$ cat src/rtl/wb_reader_pkg.sv
// Shared types and constants for the Wishbone block reader.
package wb_reader_pkg;

    typedef enum logic [1:0] {
        IDLE  = 2'd0,
        READ  = 2'd1,
        DRAIN = 2'd2
    } state_t;

    localparam logic [2:0] CTI_CLASSIC = 3'b000;
    localparam logic [2:0] CTI_INCR    = 3'b010;
    localparam logic [2:0] CTI_END     = 3'b111;

endpackage

$ cat src/rtl/wshb_if.sv
// Shared Wishbone bus: 32-bit data/address, registered-feedback cycle tags.
interface wshb_if (
    input logic clk,
    input logic rst
);
    logic        cyc;
    logic        stb;
    logic        we;
    logic [31:0] adr;
    logic [3:0]  sel;
    logic [31:0] dat_ms;
    logic [31:0] dat_sm;
    logic        ack;
    logic [2:0]  cti;
    logic [1:0]  bte;

    modport master (
        input  clk, rst, dat_sm, ack,
        output cyc, stb, we, adr, sel, dat_ms, cti, bte
    );

    modport slave (
        input  clk, rst, cyc, stb, we, adr, sel, dat_ms, cti, bte,
        output dat_sm, ack
    );
endinterface

$ cat src/rtl/wb_reader_fifo.sv
// 32-bit synchronous FIFO; head reads as zero when empty so the stream output is clean after reset.
module wb_reader_fifo #(
    parameter int DEPTH = 16
) (
    input  logic                   clk,
    input  logic                   rst,
    input  logic                   push,
    input  logic                   pop,
    input  logic [31:0]            din,
    output logic [31:0]            dout,
    output logic [$clog2(DEPTH):0] cnt,
    output logic                   empty,
    output logic                   full
);
    localparam int AW = $clog2(DEPTH);

    logic [31:0]   mem [DEPTH];
    logic [AW-1:0] wr_ptr;
    logic [AW-1:0] rd_ptr;
    logic          wr_en;
    logic          rd_en;

    assign empty = (cnt == '0);
    assign full  = (cnt == (AW+1)'(DEPTH));
    assign wr_en = push && !full;
    assign rd_en = pop && !empty;
    assign dout  = empty ? '0 : mem[rd_ptr];

    always_ff @(posedge clk or posedge rst) begin
        if (rst) begin
            wr_ptr <= '0;
            rd_ptr <= '0;
            cnt    <= '0;
        end else begin
            if (wr_en) wr_ptr <= wr_ptr + AW'(1);
            if (rd_en) rd_ptr <= rd_ptr + AW'(1);
            case ({wr_en, rd_en})
                2'b10:   cnt <= cnt + (AW+1)'(1);
                2'b01:   cnt <= cnt - (AW+1)'(1);
                default: cnt <= cnt;
            endcase
        end
    end

    always_ff @(posedge clk) begin
        if (wr_en) mem[wr_ptr] <= din;
    end

endmodule

$ cat src/rtl/wb_block_reader.sv
// Wishbone master reading a word block into a FIFO-backed valid/ready stream.
// Define WB_BLOCK_READER_BURST_EN for incrementing-burst segments instead of classic cycles.
module wb_block_reader
    import wb_reader_pkg::*;
#(
    parameter int FIFO_DEPTH = 16,
    parameter int LEN_W      = 16
) (
    wshb_if.master          wb_m,
    input  logic            start,
    input  logic [31:0]     base_adr,
    input  logic [LEN_W-1:0] n_words,
    output logic            busy,
    output logic            done,
    output logic [31:0]     m_data,
    output logic            m_valid,
    input  logic            m_ready
);
    localparam int CW = $clog2(FIFO_DEPTH) + 1;

    logic             clk;
    logic             rst;
    state_t           state;
    logic [31:0]      cur_adr;
    logic [LEN_W-1:0] remaining;
    logic             done_r;
    logic             req;
    logic             push;
    logic             pop;
    logic [CW-1:0]    fifo_cnt;
    logic             fifo_empty;
    logic             fifo_full;

    assign clk = wb_m.clk;
    assign rst = wb_m.rst;

    assign wb_m.we     = 1'b0;
    assign wb_m.sel    = 4'hF;
    assign wb_m.dat_ms = '0;
    assign wb_m.bte    = 2'b00;
    assign wb_m.cyc    = req;
    assign wb_m.stb    = req;
    assign wb_m.adr    = cur_adr;

    assign push    = req && wb_m.ack;
    assign m_valid = (fifo_cnt != '0);
    assign pop     = m_valid && m_ready;
    assign busy    = (state != IDLE);
    assign done    = done_r;

`ifdef WB_BLOCK_READER_BURST_EN
    logic [LEN_W-1:0] seg_left;
    logic [LEN_W-1:0] seg_len;
    logic [LEN_W-1:0] first_len;
    int unsigned      free_slots;

    always_comb begin
        free_slots = 32'(FIFO_DEPTH) - 32'(fifo_cnt) + (pop ? 32'd1 : 32'd0);
        seg_len    = (32'(remaining) < free_slots) ? remaining : LEN_W'(free_slots);
        first_len  = (32'(n_words) < 32'(FIFO_DEPTH)) ? n_words : LEN_W'(FIFO_DEPTH);
    end

    assign req      = (state == READ) && (seg_left != '0);
    assign wb_m.cti = req ? ((seg_left == LEN_W'(1)) ? CTI_END : CTI_INCR) : CTI_CLASSIC;

    // seg_left==0 inside READ is the one-cycle gap where the next segment is sized
    always_ff @(posedge clk or posedge rst) begin
        if (rst) begin
            seg_left <= '0;
        end else if (state == IDLE) begin
            if (start && n_words != '0) seg_left <= first_len;
        end else if (state == READ) begin
            if (push)
                seg_left <= seg_left - LEN_W'(1);
            else if (seg_left == '0 && (!fifo_full || pop))
                seg_left <= seg_len;
        end
    end
`else
    assign req      = (state == READ) && !fifo_full;
    assign wb_m.cti = CTI_CLASSIC;
`endif

    always_ff @(posedge clk or posedge rst) begin
        if (rst) begin
            state     <= IDLE;
            cur_adr   <= '0;
            remaining <= '0;
            done_r    <= 1'b0;
        end else begin
            done_r <= 1'b0;
            case (state)
                IDLE: begin
                    if (start) begin
                        if (n_words != '0) begin
                            cur_adr   <= base_adr & 32'hFFFF_FFFC;
                            remaining <= n_words;
                            state     <= READ;
                        end else begin
                            done_r <= 1'b1;
                        end
                    end
                end
                READ: begin
                    if (push) begin
                        cur_adr   <= cur_adr + 32'd4;
                        remaining <= remaining - LEN_W'(1);
                        if (remaining == LEN_W'(1)) state <= DRAIN;
                    end
                end
                DRAIN: begin
                    if (fifo_empty) begin
                        done_r <= 1'b1;
                        state  <= IDLE;
                    end
                end
                default: state <= IDLE;
            endcase
        end
    end

    wb_reader_fifo #(
        .DEPTH (FIFO_DEPTH)
    ) u_fifo (
        .clk   (clk),
        .rst   (rst),
        .push  (push),
        .pop   (pop),
        .din   (wb_m.dat_sm),
        .dout  (m_data),
        .cnt   (fifo_cnt),
        .empty (fifo_empty),
        .full  (fifo_full)
    );

endmodule
$ cat src/flat_wrapper.sv
// flat-port wrapper written by rule: the top's interface ports become plain ports
module wb_block_reader_flat import wb_reader_pkg::*;
#(
    parameter int FIFO_DEPTH = 16,
    parameter int LEN_W      = 16
)
  (start, base_adr, n_words, busy, done, m_data, m_valid, m_ready, clk, rst, wb_m_dat_sm, wb_m_ack, wb_m_cyc, wb_m_stb, wb_m_we, wb_m_adr, wb_m_sel, wb_m_dat_ms, wb_m_cti, wb_m_bte);
  wshb_if wb_m_i (.clk(clk), .rst(rst));
  input  logic start;
  input  logic [31:0] base_adr;
  input  logic [LEN_W-1:0] n_words;
  output logic busy;
  output logic done;
  output logic [31:0] m_data;
  output logic m_valid;
  input  logic m_ready;
  input wire logic clk;
  input wire logic rst;
  input wire logic [$bits(wb_m_i.dat_sm)-1:0] wb_m_dat_sm;
  input wire logic [$bits(wb_m_i.ack)-1:0] wb_m_ack;
  output wire logic [$bits(wb_m_i.cyc)-1:0] wb_m_cyc;
  output wire logic [$bits(wb_m_i.stb)-1:0] wb_m_stb;
  output wire logic [$bits(wb_m_i.we)-1:0] wb_m_we;
  output wire logic [$bits(wb_m_i.adr)-1:0] wb_m_adr;
  output wire logic [$bits(wb_m_i.sel)-1:0] wb_m_sel;
  output wire logic [$bits(wb_m_i.dat_ms)-1:0] wb_m_dat_ms;
  output wire logic [$bits(wb_m_i.cti)-1:0] wb_m_cti;
  output wire logic [$bits(wb_m_i.bte)-1:0] wb_m_bte;
  assign wb_m_i.dat_sm = wb_m_dat_sm;
  assign wb_m_i.ack = wb_m_ack;
  assign wb_m_cyc = wb_m_i.cyc;
  assign wb_m_stb = wb_m_i.stb;
  assign wb_m_we = wb_m_i.we;
  assign wb_m_adr = wb_m_i.adr;
  assign wb_m_sel = wb_m_i.sel;
  assign wb_m_dat_ms = wb_m_i.dat_ms;
  assign wb_m_cti = wb_m_i.cti;
  assign wb_m_bte = wb_m_i.bte;
  wb_block_reader #(.FIFO_DEPTH(FIFO_DEPTH), .LEN_W(LEN_W)) u_core (.wb_m(wb_m_i), .start(start), .base_adr(base_adr), .n_words(n_words), .busy(busy), .done(done), .m_data(m_data), .m_valid(m_valid), .m_ready(m_ready));
endmodule
$ cat config.mk
export PLATFORM = sky130hd
export DESIGN_NAME = wb_block_reader_flat
export DESIGN_NICKNAME = d
export VERILOG_FILES = /design/src/rtl/wb_reader_pkg.sv /design/src/rtl/wshb_if.sv /design/src/rtl/wb_reader_fifo.sv /design/src/rtl/wb_block_reader.sv /design/src/flat_wrapper.sv
export SDC_FILE = /design/constraint.sdc
export NUM_CORES = 1
export LEC_CHECK = 0
export ABC_CLOCK_PERIOD_IN_PS = 4100
export BUFFER_PORTS_ARGS = -buffer_cell sky130_fd_sc_hd__buf_2
export CORE_MARGIN = 2
export CORE_UTILIZATION = 45
export DETAILED_ROUTE_END_ITERATION = 16
export PLACE_DENSITY_LB_ADDON = 0.2
export SYNTH_ARGS = -nofsm -noshare
export SYNTH_HDL_FRONTEND = slang
export SYNTH_SLANG_ARGS = --single-unit
$ cat constraint.sdc
create_clock -name clk -period 4.1 [get_ports clk]
set_input_delay 0.82 -clock clk [delete_from_list [all_inputs] [get_ports clk]]
set_output_delay 0.82 -clock clk [all_outputs]
set_load 0.05 [all_outputs]
==> impl_metrics.toml <==
[sta]
finClkSkew_ns = 0.03639
rsz0062_at_grt = "no"
setup_viol = 0
timing.fmax_ghz = 0.2574
fin_crit_ns = 3.885
finalSetupTns_ns = 0
period_share_pct = 94.74
hold_viol = 0
slew_viol_final = 0
post-route-worst-setup-slack_ns = 0.2155
relSlewSlack_pct = 47.02
tightest_slew_ns = 0.7946
hold_ws_ns = 0.3099

[global_route]
grt_pass1_vias = 12470
antenna_found_initial = 6
grt_max_degree = 61
grt_pass1_wl_um = 78410
gr-total-overflow = 0
grt_usage_pct = 19.55

[finish]
area_delta_synth_final_pct = 15.97
fin_cells = 2175
nNetsFinal = 1540
drive_gt1_share_pct = 31.90
fill_cells = 4143

[routing]
routed_via_density = 5.712
drt_first_pass_iters = 7
ant_nets = 0
wl_um = 52570
drt-initial-drc-count = 1104
route.detailed.drc = 0
num_vias = 12420
wl_per_cell_um = 24.17

[clock_network]
cts_sinks = 574
cts-hold-fix-buffers = 0
cts_max_path_buffers = 3
cts_buffers = 59
cts.clk_slew.worst_paths_ns = 0.06
cts_tree = "built"
cts-htree-levels = 2
clk_latency_ns = 0.64
root_buffer = "clkbuf_16"

[yosys]
synth-main-ff-cell = "edfxtp_1"
ys_types = 62
avgSynthCellArea_um2 = 18.74
synth_edf_count = 512
synthCells = 1263
async_flop_share_pct = 10.80
ys_seq_elements = 574
synth.yosys.seq_area_share_pct = 71.50
yosysWarnings = 0
syn_area_um2 = 23670

[power_and_ir_drop]
pwr-share-seq_pct = 37.5
vdd_drop_max_uv = 685.4
clkPwrFrac_pct = 26.4
combPwrFrac_pct = 36.1
pwr_density_cell_nw_per_um2 = 753.1
intPower_uw = 13260
p_sw_uw = 7413
switching_share_pct = 35.86
power_uw = 20670
p_leak_uw = 0.009252

[floorplanning]
row_count = 84
die_h_um = 233.4
start_util_pct = 45.32
die_w_um = 233.4
die_area_um2 = 54450
core_um2 = 52240
io_pins = 196

[setup_path]
crit_arrival_ns = 3.06
endpoint_kind = "primary output"
r2r-end = "u_core.u_fifo.cnt[4]"
critical_path_class = "reg -> out"
rr_startpoint = "u_core.u_fifo.cnt[1]"
cp_max_fo = 12
crit_path_start_kind = "flop"
worstRegToRegCells = 12
worst_setup_path_startpoint = "u_core.u_fifo.rd_ptr[0]"
setup.worst_path.end = "m_data[12]"
cp.required_ns = 3.28
reg2reg_slack_ns = 0.89

[worst_hold_path]
hold_class = "in -> async"

[place]
dp.cells = 2069
port_buffers = 149
routabilityCongestion = 0.8549
place.detailed.hpwl_um = 30090
pre_cts_ws_ns = 0.6591

[job]
cap_viol_max_count = 0

[run_status]
status = "finished clean"
[area by class of cell]
class | count | area (µm²) | share of cell area [%]
flip-flops and latches | 574 | 16940 | 61.70
multi-input cells | 599 | 6330 | 23.06
clock buffers | 69 | 1514 | 5.515
repair buffers | 197 | 1289 | 4.695
well taps | 688 | 860.8 | 3.136
clock inverters | 35 | 474.2 | 1.727
inverters | 12 | 45.04 | 0.1641
diodes | 1 | 2.502 | 0.009116
[power by group through the flow]
stage | logic, µW | registers, µW | clock network [µW]
after floorplan | 5350 | 8040 | 0
after global placement | 7450 | 7850 | 0
after detailed placement | 7510 | 7890 | 0
after CTS | 7600 | 7750 | 5580
after global routing | 7940 | 7840 | 5800
final | 7460 | 7750 | 5460
[through the flow]
step                util (%)  instance area [µm²]
CTS                    52.55                27450
detailed placement     48.69                25430
finish                 52.55                27450
global placement       48.69                25430
global route           52.55                27450
floorplan                  -                23850
[Yosys cell counts (7+ instances only)]
| master | count | area, µm² |
|---|---|---|
| nor3_1 | 12 | 60.06 |
| buf_4 | 52 | 390.4 |
| edfxtp_1 | 512 | 15370 |
| inv_1 | 11 | 41.29 |
| buf_2 | 11 | 55.05 |
| and2_1 | 39 | 244.0 |
| o21ai_0 | 40 | 200.2 |
| dfrtp_1 | 62 | 1551 |
| xnor2_1 | 7 | 61.31 |
| buf_1 | 9 | 33.78 |
| nor2_1 | 48 | 180.2 |
| nand3_1 | 14 | 70.07 |
| nand2_1 | 41 | 153.9 |
| a2bb2oi_1 | 18 | 157.7 |
| clkbuf_1 | 45 | 168.9 |
| ha_1 | 12 | 150.1 |
| nand4_1 | 11 | 68.82 |
| a21oi_1 | 50 | 250.2 |
| mux4_2 | 160 | 3603 |
| o22ai_1 | 14 | 87.58 |
[registers in the layout, indices dropped and copies added (netlist names)]
| name | flops |
|---|---|
| u_core.u_fifo.wr_ptr | 4 |
| u_core.u_fifo.mem | 512 |
| u_core.wb_m.adr | 30 |
| u_core.u_fifo.cnt | 5 |
| u_core.done | 1 |
| u_core.u_fifo.rd_ptr | 4 |
| u_core.remaining | 16 |
| u_core.state | 2 |
[critical path, cell delays in order (launching register included)]
cell and delay, ns:
dfrtp_4 0.67, buf_4 0.35, mux4_2 0.54, mux4_2 0.46, and2_1 0.21, buf_2 0.22
[cell usage in the layout, fill, tap and decap left out, drive strengths merged, types with 9 or more instances in the layout]
master,count
nor3,13
o22ai,14
nand3,14
o21ai,40
edfxtp,512
a21oi,50
and2,39
nor2,48
dfrtp,62
bufinv,9
buf,197
inv,13
nand2,41
clkbuf,69
nand4,11
a2bb2oi,18
conb,44
mux4,160
clkinv,22
ha,12
[cells by family (layout without fill, tap and decap cells)]
group                      Yosys count  after routing  synth area share (%)
AOI/OAI and AO/OA                  168            168                 4.567
xor gates and xnor gates            12             12                0.4440
adders and majority gates           12             12                0.6343
buffers and inverters              132            313                 3.071
DFF                                574            574                 71.50
muxes                              165            165                 15.44
other                                2             45               0.03173
and+or+nand+nor                    198            198                 4.303
[per-layer routing]
| metal | track usage, % | vias up | routed length (µm) |
|---|---|---|---|
| met3 | 3.589 | 74 | 3548 |
| met2 | 32.06 | 391 | 25770 |
| met1 | 27.41 | 6522 | 22300 |
| li1 | - | 5424 | - |
| met5 | 0 | - | 61 |
| met4 | 4.498 | 12 | 885 |
[worst min path at each step]
stage,cells past startpoint,from,end,slack [ns]
4_1_cts,2,rst,u_core.u_fifo.wr_ptr[3],0.30
2_1_floorplan,2,u_core.remaining[11],u_core.remaining[11],0.48
3_3_place_gp,2,u_core.remaining[11],u_core.remaining[11],0.50
3_5_place_dp,2,u_core.u_fifo.cnt[3],u_core.u_fifo.cnt[3],0.52
6_report,2,rst,u_core.u_fifo.wr_ptr[1],0.31
5_1_grt,2,rst,u_core.u_fifo.wr_ptr[1],0.36
[what timing repair did]
item / 4_1_cts / 5_1_grt
setup endpoints to repair: 1 / 0
buffers inserted: 1 / 0
resized for setup: 0 / 0
Power figures use the tool's default switching activity.
